$ cat config.mk
export PLATFORM = sky130hd
export DESIGN_NAME = multimode_ff_bank
export DESIGN_NICKNAME = d
export VERILOG_FILES = /design/src/rtl/ff_bank_pkg.sv /design/src/rtl/ff_cell.sv /design/src/rtl/multimode_ff_bank.sv
export SDC_FILE = /design/constraint.sdc
export NUM_CORES = 1
export LEC_CHECK = 0
export CORE_MARGIN = 2
export CORE_UTILIZATION = 45
export CTS_CLUSTER_SIZE = 24
export DETAILED_ROUTE_END_ITERATION = 12
export PLACE_DENSITY = 0.81
export SETUP_SLACK_MARGIN = 0.4
export SLEW_MARGIN = 20
export SYNTH_ARGS = -nofsm -noshare
export SYNTH_HDL_FRONTEND = slang
export SYNTH_HIERARCHICAL = 1
export SYNTH_SLANG_ARGS = --single-unit
$ cat constraint.sdc
create_clock -name clk -period 5.3 [get_ports clk]
set_input_delay 0.53 -clock clk [delete_from_list [all_inputs] [get_ports clk]]
set_output_delay 0.53 -clock clk [all_outputs]
set_load 0.02 [all_outputs]
$ cat src/rtl/ff_bank_pkg.sv
// Shared mode encodings and parameter defaults for the multimode flip-flop bank.
// Imported by the per-bit cell and the bank top.
package ff_bank_pkg;

    localparam logic [1:0] MODE_D  = 2'b00;
    localparam logic [1:0] MODE_T  = 2'b01;
    localparam logic [1:0] MODE_JK = 2'b10;
    localparam logic [1:0] MODE_SR = 2'b11;

    localparam int WIDTH_DEF = 8;
    localparam int CNT_W_DEF = 16;

endpackage

$ cat src/rtl/ff_cell.sv
// One bit of the bank: next-state and illegal-SR decode for D/T/JK/SR modes.
// Latency: purely combinational, the bank holds the register.
// Backpressure: none, evaluated every cycle.
module ff_cell
    import ff_bank_pkg::*;
(
    input  logic [1:0] mode,
    input  logic       a,
    input  logic       b,
    input  logic       q,
    output logic       q_nxt,
    output logic       illegal
);

    always_comb begin
        q_nxt   = q;
        illegal = 1'b0;
        case (mode)
            MODE_D: q_nxt = a;
            MODE_T: q_nxt = q ^ a;
            MODE_JK: begin
                case ({a, b})
                    2'b01:   q_nxt = 1'b0;
                    2'b10:   q_nxt = 1'b1;
                    2'b11:   q_nxt = ~q;
                    default: q_nxt = q;
                endcase
            end
            default: begin
                // SR: S=R=1 is undefined for a real latch, so the bit holds and is flagged
                case ({a, b})
                    2'b01:   q_nxt = 1'b0;
                    2'b10:   q_nxt = 1'b1;
                    2'b11:   illegal = 1'b1;
                    default: q_nxt = q;
                endcase
            end
        endcase
    end

endmodule

$ cat src/rtl/multimode_ff_bank.sv
// Bank of WIDTH multimode flip-flops with parallel load, change pulse, transition counter, sticky SR error.
// Latency: q updates on the edge that samples the inputs; changed/toggles/err reflect that same edge.
// Backpressure: none; en gates updates, ld overrides en and mode.
module multimode_ff_bank
    import ff_bank_pkg::*;
#(
    parameter int WIDTH = WIDTH_DEF,
    parameter int CNT_W = CNT_W_DEF
) (
    input  logic             clk,
    input  logic             rst,
    input  logic             en,
    input  logic [1:0]       mode,
    input  logic [WIDTH-1:0] a,
    input  logic [WIDTH-1:0] b,
    input  logic             ld,
    input  logic [WIDTH-1:0] ld_val,
    input  logic             err_clr,
    output logic [WIDTH-1:0] q,
    output logic [WIDTH-1:0] q_n,
    output logic             changed,
    output logic [CNT_W-1:0] toggles,
    output logic             err
);

    localparam logic [CNT_W+7:0] CNT_MAX = {8'b0, {CNT_W{1'b1}}};

    logic [WIDTH-1:0] cell_nxt;
    logic [WIDTH-1:0] cell_ill;
    logic [WIDTH-1:0] q_next;
    logic [WIDTH-1:0] diff;
    logic [6:0]       pop;
    logic [CNT_W+7:0] sum;
    logic [CNT_W-1:0] toggles_next;
    logic             err_set;

    for (genvar i = 0; i < WIDTH; i++) begin : g_cell
        ff_cell u_cell (
            .mode    (mode),
            .a       (a[i]),
            .b       (b[i]),
            .q       (q[i]),
            .q_nxt   (cell_nxt[i]),
            .illegal (cell_ill[i])
        );
    end

    always_comb begin
        if (ld) begin
            q_next = ld_val;
        end else if (en) begin
            q_next = cell_nxt;
        end else begin
            q_next = q;
        end
    end

    assign diff = q_next ^ q;

    always_comb begin
        pop = '0;
        for (int i = 0; i < WIDTH; i++) begin
            pop = pop + {6'b0, diff[i]};
        end
    end

    // Eight guard bits let a full-width popcount land on a small counter without wrapping
    assign sum          = {8'b0, toggles} + {{(CNT_W + 1){1'b0}}, pop};
    assign toggles_next = (sum > CNT_MAX) ? CNT_MAX[CNT_W-1:0] : sum[CNT_W-1:0];

    // Loads never flag; cell_ill is only ever raised in SR mode
    assign err_set = en & ~ld & (|cell_ill);

    always_ff @(posedge clk) begin
        if (rst) begin
            q       <= '0;
            changed <= 1'b0;
            toggles <= '0;
            err     <= 1'b0;
        end else begin
            q       <= q_next;
            changed <= |diff;
            toggles <= toggles_next;
            err     <= err_set | (err & ~err_clr);
        end
    end

    assign q_n = ~q;

endmodule

==> results.cfg, run 1 <==
[global_route]
grt_start_max_net_pins = 33
track_usage_pct = 21.2
grt_pass1_vias = 2362
gr-total-overflow = 0
antenna_found_initial = 0
grt_first_pass_wirelength_um = 10700

[timing]
worst_slew_pin_slew_ns = 0.994
final.min_clock_period_ns = 4.90
fmax_mhz = 204
hold_violations = 0
hold_slack_ns = 0.515
slew_headroom_pct = 33.5
setup_viol = 0
skew_ns = 0.00754
rsz0062_at_grt = yes
slew_violations = 0
timing.final.crit_share_pct = 92.5

[logic_synthesis]
synth_top_family_by_area = simple AND/OR/NAND/NOR gates
synth_xor_area_share_pct = 2.14
ys_types = 50
synth_nets = 357
synth-seq-area-share_pct = 21.2
synth-compound-area-share_pct = 21.5
postSynthAreaPerCell_sq_um = 8.21
synth_edf_count = 0
ys.flop_type = dfxtp_1
yosys.area_share.simple_pct = 22.7
netlist_area_sq_um = 2460
synth_cells = 299
synth_fa_ha_area_share_pct = 19.0
muxShareOfSynthArea_pct = 6.93
ys_ff_latch = 26
ys_async_sr_fraction_pct = 0
ys_warn_count = 6

[power_and_ir_drop]
leakage_nw = 1.44
peakVddDrop_uv = 182
power_frac_comb_pct = 59.4
p_clk_share_pct = 14.4
seq_power_share_pct = 26.1
switching_share_pct = 38.5
p_int_uw = 556
switchingPower_uw = 348
p_per_area_nw_per_um2 = 254

[die]
row_count = 26
pin_count = 65
die_y_um = 77.9
die-area_sq_um = 6070
initial_core_util_pct = 47.5
core_sq_um = 5170
die_w_um = 77.9

[routing]
drc = 0
via_per_inst = 5.44
ant_nets = 0
wl_per_cell_um = 14.4
dr_total_vias = 2449
drt_iter0_markers = 154
drt_wl_total_um = 6490
drtPass1Iterations = 4

[cells_and_area]
final_common_cell = clkdlybuf4s50_1
num_antenna_cells = 0
fillers = 402
multiInputGateArea_sq_um = 1940
final_cells = 450
regArea_sq_um = 520
drive_gt1_share_pct = 23.4
final_cell_mix = clkdlybuf4s50_1 (57), a21oi_1 (26), dfxtp_1 (26), inv_1 (24), buf_4 (21)
area_growth_pct = 44.7
nets = 439

[clocking]
clkTransAtPathRegs_ns = 0.09
cts_root_buf = clkbuf_8
holdBufCountCts = 0
h-tree-depth = 1
clkSinkCount = 26
cts_made_buffers = 3
insertion_delay_ns = 0.28
cts_tree = done
ctsLongestPathBuffers = 2

[placed_design]
dp_hpwl_um = 4760
dp.cells = 445
portBuffers = 64
gp_congestion = 0.845

[setup_path]
crit_path_end_kind = register
critPathMaxFanout = 7
start_kind = input pin
critPathMostFrequentCell = fa_1
cpPeakStageDelay_ns = 0.49
critPathKind = in2reg
critPathSlowestCell = fa_1
arrival_ns = 5.09
critPathTopFamily = adder cells
crit_chain = buf_12, inv_12, ha_4, mux2_4, o22ai_2, a21oi_2, or3b_1, a32oi_2, fa_1, fa_1, inv_1, fa_1, inv_2, fa_2, inv_2, fa_2, nand2b_4, a21o_4, or3_4, a211oi_2
required_ns = 5.49
cp.buffers_inverters = 5

[job]
drv_cap = 0

[status]
run_status = finished, final reports clean

[hold_path]
hp-class = reg2reg
final timing paths:
path              start          end  slack [ns]  cells after the start
setup / recovery   b[0]  toggles[12]        0.40                     20
hold / removal      err          err        0.52                      2
hold reg to reg     err          err        0.52                      2
setup reg to reg   q[2]  toggles[12]        0.50                     17
metrics by stage:
| step | power, mW | setup TNS (ns) | instance area [sq um] | util, % | setup slack, ns |
|---|---|---|---|---|---|
| after global routing | 0.974 | 0 | 3550 | 68.7 | 0.278 |
| after floorplan | 0.560 | 0 | 2530 | - | 0.291 |
| after CTS | 0.909 | 0 | 3500 | 67.8 | 0.281 |
| final | 0.904 | 0 | 3550 | 68.7 | 0.400 |
| after global placement | 0.730 | -6.36 | 3370 | 65.2 | -0.489 |
| after detailed placement | 0.748 | -8.18 | 3370 | 65.2 | -0.607 |
cell usage after synthesis, types with 2 or more instances:
| library cell | n | area share [%] |
|---|---|---|
| and3_2 | 9 | 2.8 |
| or2b_1 | 2 | 0.61 |
| nor2_1 | 10 | 1.5 |
| nand2_1 | 19 | 2.9 |
| dfxtp_1 | 26 | 21 |
| mux2_2 | 8 | 3.7 |
| inv_1 | 28 | 4.3 |
| or3b_1 | 4 | 1.4 |
| buf_2 | 3 | 0.61 |
| a31oi_1 | 7 | 1.8 |
| nand2b_1 | 10 | 2.5 |
| nor4_1 | 5 | 1.3 |
| or3_1 | 5 | 1.3 |
| xnor2_1 | 5 | 1.8 |
| maj3_2 | 8 | 3.7 |
| nand3_1 | 6 | 1.2 |
| nand3b_1 | 13 | 4.0 |
| ha_1 | 22 | 11 |
| a221o_1 | 2 | 0.82 |
| fa_1 | 5 | 4.1 |
| a21oi_1 | 30 | 6.1 |
| mux2i_1 | 8 | 3.3 |
| a32oi_1 | 4 | 1.4 |
| a211oi_1 | 4 | 1.2 |
| o22ai_1 | 11 | 2.8 |
| clkbuf_1 | 3 | 0.46 |
| o21ai_0 | 16 | 3.3 |
| buf_4 | 2 | 0.61 |
| a21o_1 | 3 | 0.92 |
worst min-delay path, delay by kind of cell, from the launching register on:
kind / cells / cell delay, ns
DFF: 1 / 0.34
and+or+nand+nor: 1 / 0.08
AOI/OAI and AO/OA: 1 / 0.06
metal layers:
layer	wire (um)	track usage, %
met5	0	0
met4	95	6.43
met3	353	3.84
met2	3090	35.3
met1	2950	27.9
cell type report:
cell class                      count  share of cell area, %
Clock buffer                        4                   1.55
Inverter                           28                   3.31
Multi-Input combinational cell    235                   54.6
Timing Repair Buffer               87                   23.4
Tap cell                           70                   2.46
Sequential cell                    26                   14.6
registers in the layout, indices dropped and copies added, names as in the netlist:
register  count
q             8
changed       1
err           1
toggles      16
kinds of logic after synthesis:
kind of cell | after synthesis
xor gates and xnor gates | 6
and+or+nand+nor | 93
muxes | 16
DFF | 26
adders and majority gates | 35
AOI/OAI and AO/OA | 85
buffers and inverters | 38
power by group through the flow:
stage               combinational (mW)  sequential, mW  clock (mW)
floorplan                        0.301           0.259           0
global placement                 0.491           0.238           0
detailed placement               0.509           0.240           0
CTS                              0.536           0.236       0.137
global route                     0.590           0.241       0.143
finish                           0.537           0.236       0.130
repair_timing:
action	in CTS	in global routing
endpoints found under the setup margin	16	16
resized for setup	41	13
endpoints found under the hold margin	0	0
buffers inserted	1	0
gates cloned	0	0
pin swaps	20	19
(Power assumes the default switching activity.)
==> inputs of run 2 (changes only) <==
--- a/config.mk
+++ b/config.mk
@@ -5,7 +5,7 @@
 export SDC_FILE = /design/constraint.sdc
 export NUM_CORES = 1
 export LEC_CHECK = 0
-export CORE_MARGIN = 2
+export CORE_MARGIN = 3
 export CORE_UTILIZATION = 45
 export CTS_CLUSTER_SIZE = 24
 export DETAILED_ROUTE_END_ITERATION = 12
==> run 2 against run 1 <==
Compared with the run above:
- final cell count grew 1.3%
- via count grew 4.7%
- fmax fell by 0.88%
==> results.cfg, run 2 (synthesis gave the netlist of run 1 again) <==
[setup_path]
critPathMaxFanout = 4
crit_start = a[2]
arrival_ns = 5.14
start_kind = input pin
crit_path_end_kind = register
required_ns = 5.49
critPathKind = in2reg
reg2reg_from = q[2]

[global_route]
grt_pass1_vias = 2428
gr-total-overflow = 0
antenna_found_initial = 0
track_usage_pct = 21.3
grt_start_max_net_pins = 33
grt_first_pass_wirelength_um = 11000

[timing]
fmax_mhz = 202
setup_ws_ns = 0.357
setup_viol = 0
tns_ns = 0
hold_violations = 0
worst_slew_pin_slew_ns = 0.965
slew_violations = 0
slew_headroom_pct = 35.5
rsz0062_at_grt = yes
final.min_clock_period_ns = 4.94
skew_ns = 0.00474
timing.final.crit_share_pct = 93.3

[clocking]
cts_tree = done
clkTransAtPathRegs_ns = 0.10
clkSinkCount = 26
cts_root_buf = clkbuf_8
insertion_delay_ns = 0.28
cts_made_buffers = 3
ctsLongestPathBuffers = 2
h-tree-depth = 1
holdBufCountCts = 0

[routing]
via_per_inst = 5.63
drt_wl_total_um = 6850
wl_per_cell_um = 15.0
ant_nets = 0
drc = 0
dr_total_vias = 2565
drt_iter0_markers = 164
drtPass1Iterations = 4

[die]
die_w_um = 79.9
pin_count = 65
initial_core_util_pct = 47.2
die_y_um = 79.9
die-area_sq_um = 6380
row_count = 26
core_sq_um = 5200

[cells_and_area]
final_cell_mix = clkdlybuf4s50_1 (56), buf_4 (27), a21oi_1 (26), dfxtp_1 (26), inv_1 (23)
reg_top3 = toggles (16), q (8)
area_growth_pct = 46.9
fillers = 416
largest_register_ffs = 16
final_cells = 456
nets = 445
drive_gt1_share_pct = 24.9
final_area_sq_um = 3610
num_antenna_cells = 0
final_common_cell = clkdlybuf4s50_1
top_register = toggles

[placed_design]
gp_congestion = 0.817
portBuffers = 64
dp_hpwl_um = 4800
post-place-ws_ns = -0.559
dp.cells = 444
place_area_sq_um = 3360

[power_and_ir_drop]
leakage_nw = 1.47
peakVddDrop_uv = 202
p_per_area_nw_per_um2 = 255

[hold_path]
hp-start = err
hp-class = reg2reg

[status]
run_status = finished, final reports clean

[job]
drv_cap = 0
[run 2: cell types whose count changed in the layout (fill, tap and decap cells not counted), sizes merged]
cell and delta:
buf +5, clkbuf +1, clkdlybuf4s50 -1, dlymetal6s2s +1
[run 2: repair_timing]
| action | in CTS | in global routing |
|---|---|---|
| endpoints found under the setup margin | 16 | 16 |
| pin swaps | 17 | 14 |
| resized for setup | 38 | 19 |
| setup buffers | 6 | 2 |
[run 2: area by class of cell]
type | instances | area, sq um | share of cell area [%]
Multi-Input combinational cell | 235 | 1940 | 53.9
Timing Repair Buffer | 93 | 880 | 24.4
Sequential cell | 26 | 520 | 14.4
Inverter | 28 | 120 | 3.33
Tap cell | 70 | 87.6 | 2.43
Clock buffer | 4 | 55.1 | 1.53
[run 2: power breakdown]
| part | internal (mW) | total, mW | switching [mW] |
|---|---|---|---|
| Combinational | 0.268 | 0.544 | 0.277 |
| Sequential | 0.216 | 0.238 | 0.0222 |
| Clock | 0.0667 | 0.136 | 0.0688 |
[run 2: stage by stage]
stage / hold slack, ns / power, mW / util, %
floorplan: 0.554 / 0.560 / -
global placement: 0.474 / 0.712 / 64.6
detailed placement: 0.480 / 0.723 / 64.6
CTS: 0.494 / 0.888 / 67.7
global route: 0.555 / 0.979 / 69.3
finish: 0.506 / 0.918 / 69.3
[run 2: worst max-delay path, stage by stage]
cell,delay [ns]
buf_6,0.10
ha_4,0.25
mux2_4,0.29
o22ai_2,0.14
a21oi_2,0.06
or3b_4,0.40
a32oi_4,0.26
fa_1,0.46
fa_1,0.51
inv_2,0.04
fa_1,0.45
inv_2,0.07
fa_2,0.20
inv_2,0.04
fa_2,0.33
nand2b_4,0.15
a21o_4,0.22
or3_1,0.41
a211oi_2,0.24
[run 2: routing by layer]
layer  global-route usage, %  share of wire [%]  routed length (um)  up-vias
met2                    37.6                 50                3450       61
met4                    7.26                2.2                 153        0
met5                       0                  0                   0        -
met1                    26.0                 43                2950     1213
li1                        -                  -                   -     1280
met3                    3.39                4.3                 292       11
[run 2: final timing paths]
path                                     to  cells after the start  slack [ns]
worst max-delay path            toggles[12]                     19        0.36
worst min-delay path                    err                      2        0.51
worst max register to register  toggles[12]                     17        0.45
worst min register to register          err                      2        0.51
==> inputs of run 3 (changes only) <==
--- a/config.mk
+++ b/config.mk
@@ -9,7 +9,7 @@
 export CORE_UTILIZATION = 45
 export CTS_CLUSTER_SIZE = 24
 export DETAILED_ROUTE_END_ITERATION = 12
-export PLACE_DENSITY = 0.81
+export PLACE_DENSITY = 0.78
 export SETUP_SLACK_MARGIN = 0.4
 export SLEW_MARGIN = 20
 export SYNTH_ARGS = -nofsm -noshare
==> run 3 against run 2 <==
Compared with the run above:
- non-clock buffer count down 4
- via count fell by 2.5%
- fmax is 0.70% higher
- core utilization decreased by 1.1 points
- hold slack got worse by 0.012 ns
- critical path depth increased by 1
- combinational power decreased by 2%
- final cell count decreased by 1.1%
- count of clock-buffer cells in the layout fell by 1
- worst setup slack improved by 0.034 ns
- first-iteration DRC count is 20% lower
- wire length down 3.7%
- largest cell class unchanged
- highest routed layer unchanged
==> results.cfg, run 3 (synthesis gave the netlist of run 1 again) <==
[cells_and_area]
num_antenna_cells = 0
drive_gt1_share_pct = 23.9
top_register = toggles
multiInputGateArea_sq_um = 1940
fillers = 442
largest_register_ffs = 16
area_growth_pct = 44.6
final_util_pct = 68.2
nets = 441
reg_top3 = toggles (16), q (8)
final_area_sq_um = 3550
final_cell_mix = clkdlybuf4s50_1 (56), a21oi_1 (26), dfxtp_1 (26), inv_1 (23), buf_4 (21)
regArea_sq_um = 520
final_common_cell = clkdlybuf4s50_1

[placed_design]
gp_congestion = 0.813
place_area_sq_um = 3370
dp_hpwl_um = 4890
portBuffers = 64

[routing]
drt_wl_total_um = 6590
dr_total_vias = 2501
via_per_inst = 5.55
drc = 0
ant_nets = 0
drtPass1Iterations = 4
wl_per_cell_um = 14.6
drt_iter0_markers = 131

[clocking]
insertion_delay_ns = 0.27
h-tree-depth = 1
cts_tree = done
cts_root_buf = clkbuf_8
cts_made_buffers = 3
ctsLongestPathBuffers = 2
clkTransAtPathRegs_ns = 0.09
clkSinkCount = 26

[hold_path]
hp-class = reg2reg

[global_route]
grt_start_max_net_pins = 33
grt_pass1_vias = 2393
antenna_found_initial = 0
gr-total-overflow = 0
track_usage_pct = 21.4
grt_first_pass_wirelength_um = 11200

[setup_path]
start_kind = input pin
crit_path_end_kind = register
critPathSlowestCell = fa_1
required_ns = 5.48
cpPeakStageDelay_ns = 0.52
arrival_ns = 5.09
crit_chain = buf_8, inv_4, ha_4, mux2_4, o22ai_2, a21oi_2, or3b_4, a32oi_4, fa_1, fa_1, inv_2, fa_1, inv_2, fa_2, inv_2, fa_2, nand2b_4, a21o_4, or3_4, a211oi_2
critPathKind = in2reg
critPathMaxFanout = 7

[status]
run_status = finished, final reports clean

[timing]
slew_violations = 0
worst_slew_pin_slew_ns = 1.01
hold_violations = 0
timing.final.crit_share_pct = 92.6
tns_ns = 0
final.min_clock_period_ns = 4.91
fmax_mhz = 204
hold_slack_ns = 0.494
setup_viol = 0
skew_ns = 0.00370
rsz0062_at_grt = yes
slew_headroom_pct = 32.4

[power_and_ir_drop]
p_clk_share_pct = 12.7
switchingPower_uw = 344
p_per_area_nw_per_um2 = 249
switching_share_pct = 38.8
p_int_uw = 542
power_frac_comb_pct = 60.4
peakVddDrop_uv = 246
leakage_nw = 1.45
seq_power_share_pct = 26.9

[die]
die_y_um = 79.9
core_sq_um = 5200
die_w_um = 79.9
pin_count = 65
initial_core_util_pct = 47.2
row_count = 26
die-area_sq_um = 6380

[job]
drv_cap = 0
==> run 3: final cells by class <==
cell class                 instances  share of cell area [%]
multi-input combinational        235                    54.7
timing repair buffer              89                    23.7
sequential                        26                    14.7
inverter                          28                    3.38
tap                               70                    2.47
clock buffer                       3                    1.16
==> run 3: worst paths after layout <==
check / cells after the start / end / slack [ns] / start
hold / removal: 2 / err / 0.49 / err
hold reg to reg: 2 / err / 0.49 / err
setup reg to reg: 17 / toggles[12] / 0.45 / q[2]
setup / recovery: 20 / toggles[12] / 0.39 / b[2]
==> run 3: repair_timing <==
item,4_1_cts,5_1_grt
pin swaps,21,15
hold buffers,0,0
gates cloned,0,0
endpoints found under the setup margin,16,16
buffers inserted,2,1
resized for setup,44,13
==> run 3: power groups by stage <==
stage	Sequential, mW	Combinational (mW)	Clock [mW]
after floorplan	0.259	0.301	0
after global placement	0.241	0.488	0
after detailed placement	0.242	0.503	0
after CTS	0.238	0.538	0.115
after global routing	0.242	0.594	0.124
final	0.238	0.535	0.113
==> run 3: layer usage <==
| metal | wire (um) | vias to the layer above | GRT usage (%) |
|---|---|---|---|
| li1 | - | 1263 | - |
| met4 | 77 | 0 | 5.91 |
| met2 | 3290 | 58 | 37.2 |
| met5 | 0 | - | 0 |
| met1 | 2950 | 1173 | 27.5 |
| met3 | 269 | 7 | 2.82 |
==> run 3: critical path: cells and delay by family <==
family                     cells  cell delay [ns]
AOI/OAI and AO/OA              5             0.83
and+or+nand+nor                3             0.95
adders and majority gates      6             2.22
muxes                          1             0.29
buffers and inverters          5             0.26
==> run 3: stage by stage <==
step	instances	setup slack [ns]	total power [mW]
3_5_place_dp	445	-0.570	0.744
3_3_place_gp	445	-0.489	0.729
5_1_grt	451	0.252	0.960
6_report	451	0.391	0.886
4_1_cts	450	0.241	0.892
2_1_floorplan	299	0.291	0.560
